## src/rtl/spi1_cmd_pkg.sv

```systemverilog
// Shared opcode layout, FSM state type and default sizing for the SPI1 command decoder.
package spi1_cmd_pkg;

  localparam int unsigned ADDR_WIDTH_DEFAULT = 17;

  // Command byte bit positions
  localparam int unsigned CMD_EXPLICIT = 7;
  localparam int unsigned CMD_READ     = 6;
  localparam int unsigned CMD_A16      = 0;

  typedef enum logic [2:0] {
    ST_CMD     = 3'd0,
    ST_ADDR_HI = 3'd1,
    ST_ADDR_LO = 3'd2,
    ST_DATA    = 3'd3,
    ST_BUS     = 3'd4,
    ST_DONE    = 3'd5
  } spi1_cmd_state_t;

endpackage

```

## src/rtl/spi1_cmd.sv

```systemverilog
// SPI1 command decoder: turns /CS-framed byte streams from the MCU link into
// bus read/write requests with a valid/ack handshake and a busy flag back to the MCU.
module spi1_cmd
  import spi1_cmd_pkg::*;
#(
  parameter int unsigned ADDR_WIDTH = ADDR_WIDTH_DEFAULT
) (
  input  logic                  clk_i,
  input  logic                  reset_ni,
  input  logic                  spi_cs_ni,
  input  logic                  rx_valid_i,
  input  logic [7:0]            rx_data_i,
  output logic [7:0]            tx_data_o,
  output logic [ADDR_WIDTH-1:0] bus_addr_o,
  output logic [7:0]            bus_data_o,
  output logic                  bus_we_o,
  output logic                  bus_valid_o,
  input  logic                  bus_ack_i,
  input  logic [7:0]            bus_data_i,
  output logic                  spi_ready_no
);

  spi1_cmd_state_t state_q, state_d;

  // Opcode fields and partial address captured while the frame is arriving
  logic       explicit_q, rd_q, a16_q;
  logic [7:0] hi_q, lo_q;

  // Request registers (drive the bus directly)
  logic [ADDR_WIDTH-1:0] addr_q;
  logic [7:0]            wdata_q, tx_q;
  logic                  we_q, ready_q;

  // Next-state decode results
  logic                  ready_d;
  logic                  lat_op, lat_hi, lat_lo, issue, capture_rd;
  logic [ADDR_WIDTH-1:0] issue_addr;
  logic                  issue_we;
  logic [7:0]            issue_data;

  // Next-state and load-enable decode; /CS abort outranks any byte in the same cycle
  always_comb begin
    state_d    = state_q;
    ready_d    = ready_q;
    lat_op     = 1'b0;
    lat_hi     = 1'b0;
    lat_lo     = 1'b0;
    issue      = 1'b0;
    capture_rd = 1'b0;
    issue_addr = addr_q;
    issue_we   = we_q;
    issue_data = wdata_q;

    if (state_q == ST_BUS) begin
      // A started request always runs to its ack, even if /CS has risen
      if (bus_ack_i) begin
        capture_rd = ~we_q;
        ready_d    = 1'b0;
        state_d    = spi_cs_ni ? ST_CMD : ST_DONE;
      end
    end else if (spi_cs_ni) begin
      state_d = ST_CMD;
      ready_d = 1'b0;
    end else begin
      case (state_q)
        ST_CMD: begin
          ready_d = 1'b1;
          if (rx_valid_i) begin
            lat_op = 1'b1;
            if (rx_data_i[CMD_EXPLICIT]) begin
              state_d = ST_ADDR_HI;
            end else if (rx_data_i[CMD_READ]) begin
              issue      = 1'b1;
              issue_addr = addr_q + 1'b1;
              issue_we   = 1'b0;
              state_d    = ST_BUS;
            end else begin
              state_d = ST_DATA;
            end
          end
        end
        ST_ADDR_HI: begin
          ready_d = 1'b1;
          if (rx_valid_i) begin
            lat_hi  = 1'b1;
            state_d = ST_ADDR_LO;
          end
        end
        ST_ADDR_LO: begin
          ready_d = 1'b1;
          if (rx_valid_i) begin
            lat_lo = 1'b1;
            if (rd_q) begin
              issue      = 1'b1;
              issue_addr = ADDR_WIDTH'({a16_q, hi_q, rx_data_i});
              issue_we   = 1'b0;
              state_d    = ST_BUS;
            end else begin
              state_d = ST_DATA;
            end
          end
        end
        ST_DATA: begin
          ready_d = 1'b1;
          if (rx_valid_i) begin
            issue      = 1'b1;
            issue_addr = explicit_q ? ADDR_WIDTH'({a16_q, hi_q, lo_q}) : addr_q + 1'b1;
            issue_we   = 1'b1;
            issue_data = rx_data_i;
            state_d    = ST_BUS;
          end
        end
        ST_DONE: begin
          ready_d = 1'b0;
        end
        default: begin
          state_d = ST_CMD;
          ready_d = 1'b0;
        end
      endcase
    end
  end

  // State register and ready flag
  always_ff @(posedge clk_i or negedge reset_ni) begin
    if (!reset_ni) begin
      state_q <= ST_CMD;
      ready_q <= 1'b0;
    end else begin
      state_q <= state_d;
      ready_q <= ready_d;
    end
  end

  // Frame capture registers; partial addresses never touch addr_q until a request issues
  always_ff @(posedge clk_i or negedge reset_ni) begin
    if (!reset_ni) begin
      explicit_q <= 1'b0;
      rd_q       <= 1'b0;
      a16_q      <= 1'b0;
      hi_q       <= '0;
      lo_q       <= '0;
    end else begin
      if (lat_op) begin
        explicit_q <= rx_data_i[CMD_EXPLICIT];
        rd_q       <= rx_data_i[CMD_READ];
        a16_q      <= rx_data_i[CMD_A16];
      end
      if (lat_hi) hi_q <= rx_data_i;
      if (lat_lo) lo_q <= rx_data_i;
    end
  end

  // Request registers, loaded once per issued request and held until the next one
  always_ff @(posedge clk_i or negedge reset_ni) begin
    if (!reset_ni) begin
      addr_q  <= '0;
      wdata_q <= '0;
      we_q    <= 1'b0;
      tx_q    <= '0;
    end else begin
      if (issue) begin
        addr_q  <= issue_addr;
        wdata_q <= issue_data;
        we_q    <= issue_we;
      end
      if (capture_rd) tx_q <= bus_data_i;
    end
  end

  assign bus_valid_o  = (state_q == ST_BUS);
  assign bus_addr_o   = addr_q;
  assign bus_data_o   = wdata_q;
  assign bus_we_o     = we_q;
  assign tx_data_o    = tx_q;
  assign spi_ready_no = ready_q;

endmodule
```

## config.mk

```make
export PLATFORM = sky130hd
export DESIGN_NAME = spi1_cmd
export DESIGN_NICKNAME = d
export VERILOG_FILES = /design/src/rtl/spi1_cmd_pkg.sv /design/src/rtl/spi1_cmd.sv
export SDC_FILE = /design/constraint.sdc
export NUM_CORES = 1
export LEC_CHECK = 0
export CAP_MARGIN = 40
export CORE_ASPECT_RATIO = 1.2
export CORE_UTILIZATION = 25
export DETAILED_ROUTE_END_ITERATION = 6
export SYNTH_ARGS = -nofsm -noshare
export SYNTH_HDL_FRONTEND = slang
export SYNTH_SLANG_ARGS = --single-unit
```

## constraint.sdc

```tcl
create_clock -name clk_i -period 3.5 [get_ports clk_i]
set_input_delay 0.875 -clock clk_i [delete_from_list [all_inputs] [get_ports clk_i]]
set_output_delay 0.875 -clock clk_i [all_outputs]
set_load 0.03 [all_outputs]
```

==> flow_summary_export.csv <==
group,metric,value,unit
outcome,status,"finished clean",
cts,cts_root_buf,"clkbuf_16",
worst_setup_path,criticalPathCategory,"reg2out",
routing,drt_iter0_markers,154,
sta,setup_viol,0,
cts,clkLatencyLatePin,0.33,ns
floorplanning,rows,42,
routing,final_antenna_net_count,0,
cts,cts_tree,"done",
worst_setup_path,path_cells,"and2b_1 -> and2b_1 -> clkdlybuf4s50_1",
placed_design,numPortBuffers,56,
yosys,yosys_warnings,0,
yosys,synth_nets,276,
worst_setup_path,reg2reg_depth,4,
sta,rsz0062_at_grt,"no",
routing,via_per_inst,4.91,
global_route,gr-total-overflow,0,
worst_setup_path,worstPathArrival,2.02,ns
yosys,synth_cells,254,
routing,drcViolationCount,0,
yosys,yosysTopAreaCellShare,49.6,%
worst_setup_path,timing.rr.end,"bus_addr_o[10]$_DFFE_PN0P_",
floorplanning,die_w,99.9,um
cts,path_clk_slew,0.05,ns
sta,setup_tns,0,ns
sta,slew_headroom,52.6,%
yosys,yosysUniqueCellTypes,54,
yosys,avgSynthCellArea,11.3,um2
cells_and_area,drive_gt1_share,20.0,%
yosys,synth.area.top_cells,"dfrtp_1, mux2_2, a21oi_1",
yosys,yosysMostFrequentCell,"dfrtp_1",
power_and_ir_drop,leakagePower,1.57,nW
worst_setup_path,slowest_stage,"clkdlybuf4s50_1",
sta,hold_violations,0,
sta,min_period_over_period,82.7,%
routing,drt-total-wl,7180,um
worst_setup_path,reg2reg_setup_slack,1.27,ns
global_route,antenna_found_initial,0,
worst_setup_path,cp-end-kind,"output port",
worst_setup_path,worst_r2r_startpoint,"state_q[1]$_DFFE_PN0P_",
global_route,grtUsageMet2,19.1,%
routing,vias,2301,
yosys,synth_top_area_cell,"dfrtp_1",
yosys,synth.ff_latch_count,57,
worst_setup_path,cpMostUsedCell,"and2b_1",
cts,htreeDepth,3,
cts,cts_resized,0,
placed_design,dp_hpwl,5260,um
cells_and_area,ff_latch_area,1430,um2
cells_and_area,multi_input_area,1350,um2
sta,skew,0.00956,ns
floorplanning,dieArea,11900,um2
cts,clkSinkCount,57,
worst_hold_path,worstHoldEndpoint,"tx_data_o[5]$_DFFE_PN0P_",
worst_setup_path,worstPathMaxFanout,11,
floorplanning,initial_core_util,25.8,%
global_route,gr-usage-met1,15.9,%
floorplanning,die_h,119,um
yosys,synthTopCellsByCount,"dfrtp_1, mux2_2, a21oi_1",
worst_hold_path,hold_path.class,"reg2reg",
floorplanning,io_pins,57,
cells_and_area,layout.nets,332,
global_route,grt_pass1_vias,2194,
power_and_ir_drop,power.density,803,nW/um2
worst_setup_path,cp-start-kind,"flop",
flow_run,cap_violations,0,
cts,clockBufferDepth,2,
sta,fmax,346,MHz
power_and_ir_drop,irDropWorstVdd,242,uV
yosys,synth-async-reset-ratio,100,%
global_route,grt_start_max_net_pins,29,
global_route,grt_pass1_wl,11600,um
cells_and_area,antenna_cells,0,
worst_hold_path,min_from,"tx_data_o[5]$_DFFE_PN0P_",
sta,fin_hold_ws,0.501,ns
cts,numCtsBuffers,9,
yosys,synth-seq-area-share,49.6,%
worst_setup_path,max_stage_delay,0.69,ns
routing,avgRoutedWirePerCell,15.3,um
cts,hold_buffers,0,
yosys,ys.flop_type,"dfrtp_1",
sta,final_max_slew_viol_count,0,
placed_design,gp_congestion,0.804,
cells_and_area,fill_cells,1127,
floorplanning,coreArea,11100,um2
routing,detail_route.first_pass.iterations,4,
cells_and_area,area_growth,34.9,%
cts,post_cts_buffers,0,
global_route,track_usage,12.9,%
yosys,syn_area,2880,um2
global_route,grt.busiest_layer,"met2",
sta,worstMarginPinSlew,0.710,ns
sta,finalCriticalPeriod,2.89,ns
global_route,grtUsageMet3,5.28,%
yosys,synth_edf_count,0,
worst_hold_path,whs_path_depth,1,
worst_setup_path,cp_data_required_time,2.62,ns
[flip-flops by register name, summed over array words and instances (netlist names)]
name          cells
bus_addr_o       17
bus_data_o        8
hi_q              8
lo_q              8
tx_data_o         8
state_q           3
a16_q             1
bus_we_o          1
explicit_q        1
rd_q              1
spi_ready_no      1
[logic make-up after synthesis]
logic type | Yosys count | synth area share [%]
AO/OA/AOI/OAI | 73 | 17.7
AND/OR/NAND/NOR | 67 | 14.6
flip-flops | 57 | 49.6
multiplexers | 36 | 14.1
buffers and inverters | 20 | 3.61
adder cells (fa/ha/maj) | 1 | 0.435
[worst max-delay path: cells and delay by family, from the launching register on]
kind / cells / cell delay (ns)
buffers and inverters: 1 / 0.69
flip-flops: 1 / 0.51
AND/OR/NAND/NOR: 2 / 0.49
[layout by cell type (no fill, tap or decap), types with 2 or more instances in the layout]
| cell | synthesis | routed |
|---|---|---|
| a311oi_1 | 2 | 2 |
| nand2_1 | 10 | 10 |
| nand3_1 | 10 | 10 |
| clkbuf_16 | 0 | 9 |
| a21oi_1 | 13 | 13 |
| and4_1 | 2 | 2 |
| clkbuf_1 | 2 | 2 |
| and3_1 | 5 | 5 |
| a2bb2oi_1 | 3 | 3 |
| nor2b_1 | 7 | 7 |
| nor2_1 | 6 | 6 |
| a21o_1 | 3 | 3 |
| buf_4 | 0 | 4 |
| o32ai_1 | 4 | 4 |
| a31oi_1 | 6 | 6 |
| a211oi_1 | 3 | 3 |
| clkbuf_8 | 0 | 3 |
| and2b_1 | 2 | 2 |
| o21ai_0 | 11 | 11 |
| and2_1 | 2 | 2 |
| nand2b_1 | 5 | 5 |
| nand4_1 | 2 | 2 |
| a22o_1 | 4 | 4 |
| o41ai_1 | 2 | 2 |
| o21a_1 | 3 | 3 |
| clkdlybuf4s50_1 | 0 | 55 |
| mux2_2 | 35 | 35 |
| nor3_1 | 4 | 4 |
| o22ai_1 | 6 | 6 |
| inv_1 | 5 | 5 |
| o211ai_1 | 2 | 2 |
| dfrtp_1 | 57 | 57 |
| o32a_1 | 2 | 2 |
[layer usage]
metal | wire, um | up-vias
li1 | - | 1082
met1 | 3190 | 1136
met2 | 3360 | 72
met3 | 453 | 11
met4 | 172 | 0
met5 | 0 | -
[how the worst max path moves through the flow]
stage,from,end,cells after the start
after floorplan,spi_cs_ni,a16_q$_DFFE_PN0P_,3
after global placement,rx_data_i[7],bus_addr_o[10]$_DFFE_PN0P_,5
after detailed placement,rx_data_i[7],bus_addr_o[10]$_DFFE_PN0P_,5
after CTS,state_q[1]$_DFFE_PN0P_,bus_valid_o,3
after global routing,state_q[1]$_DFFE_PN0P_,bus_valid_o,3
final,state_q[1]$_DFFE_PN0P_,bus_valid_o,3
[area by class of cell]
class	count	area share [%]
clock inverters	2	0.904
clock buffers	14	7.07
well taps	154	4.97
flip-flops and latches	57	36.8
multi-input cells	177	34.7
repair buffers	60	15.1
inverters	5	0.484
[report_power, final]
part / total [mW] / switching (mW) / internal (mW)
Clock: 0.892 / 0.285 / 0.607
Sequential: 1.14 / 0.225 / 0.914
Combinational: 1.08 / 0.572 / 0.512
[stage by stage]
stage	instances	util, %	instance area, um2	power (mW)	setup WS [ns]
floorplan	254	-	2880	1.78	1.41
global placement	453	32.0	3570	2.22	0.713
detailed placement	453	32.0	3570	2.24	0.694
CTS	469	34.8	3880	3.15	0.601
global route	469	34.8	3880	3.29	0.521
finish	469	34.8	3880	3.11	0.606
(Power assumes the default switching activity.)
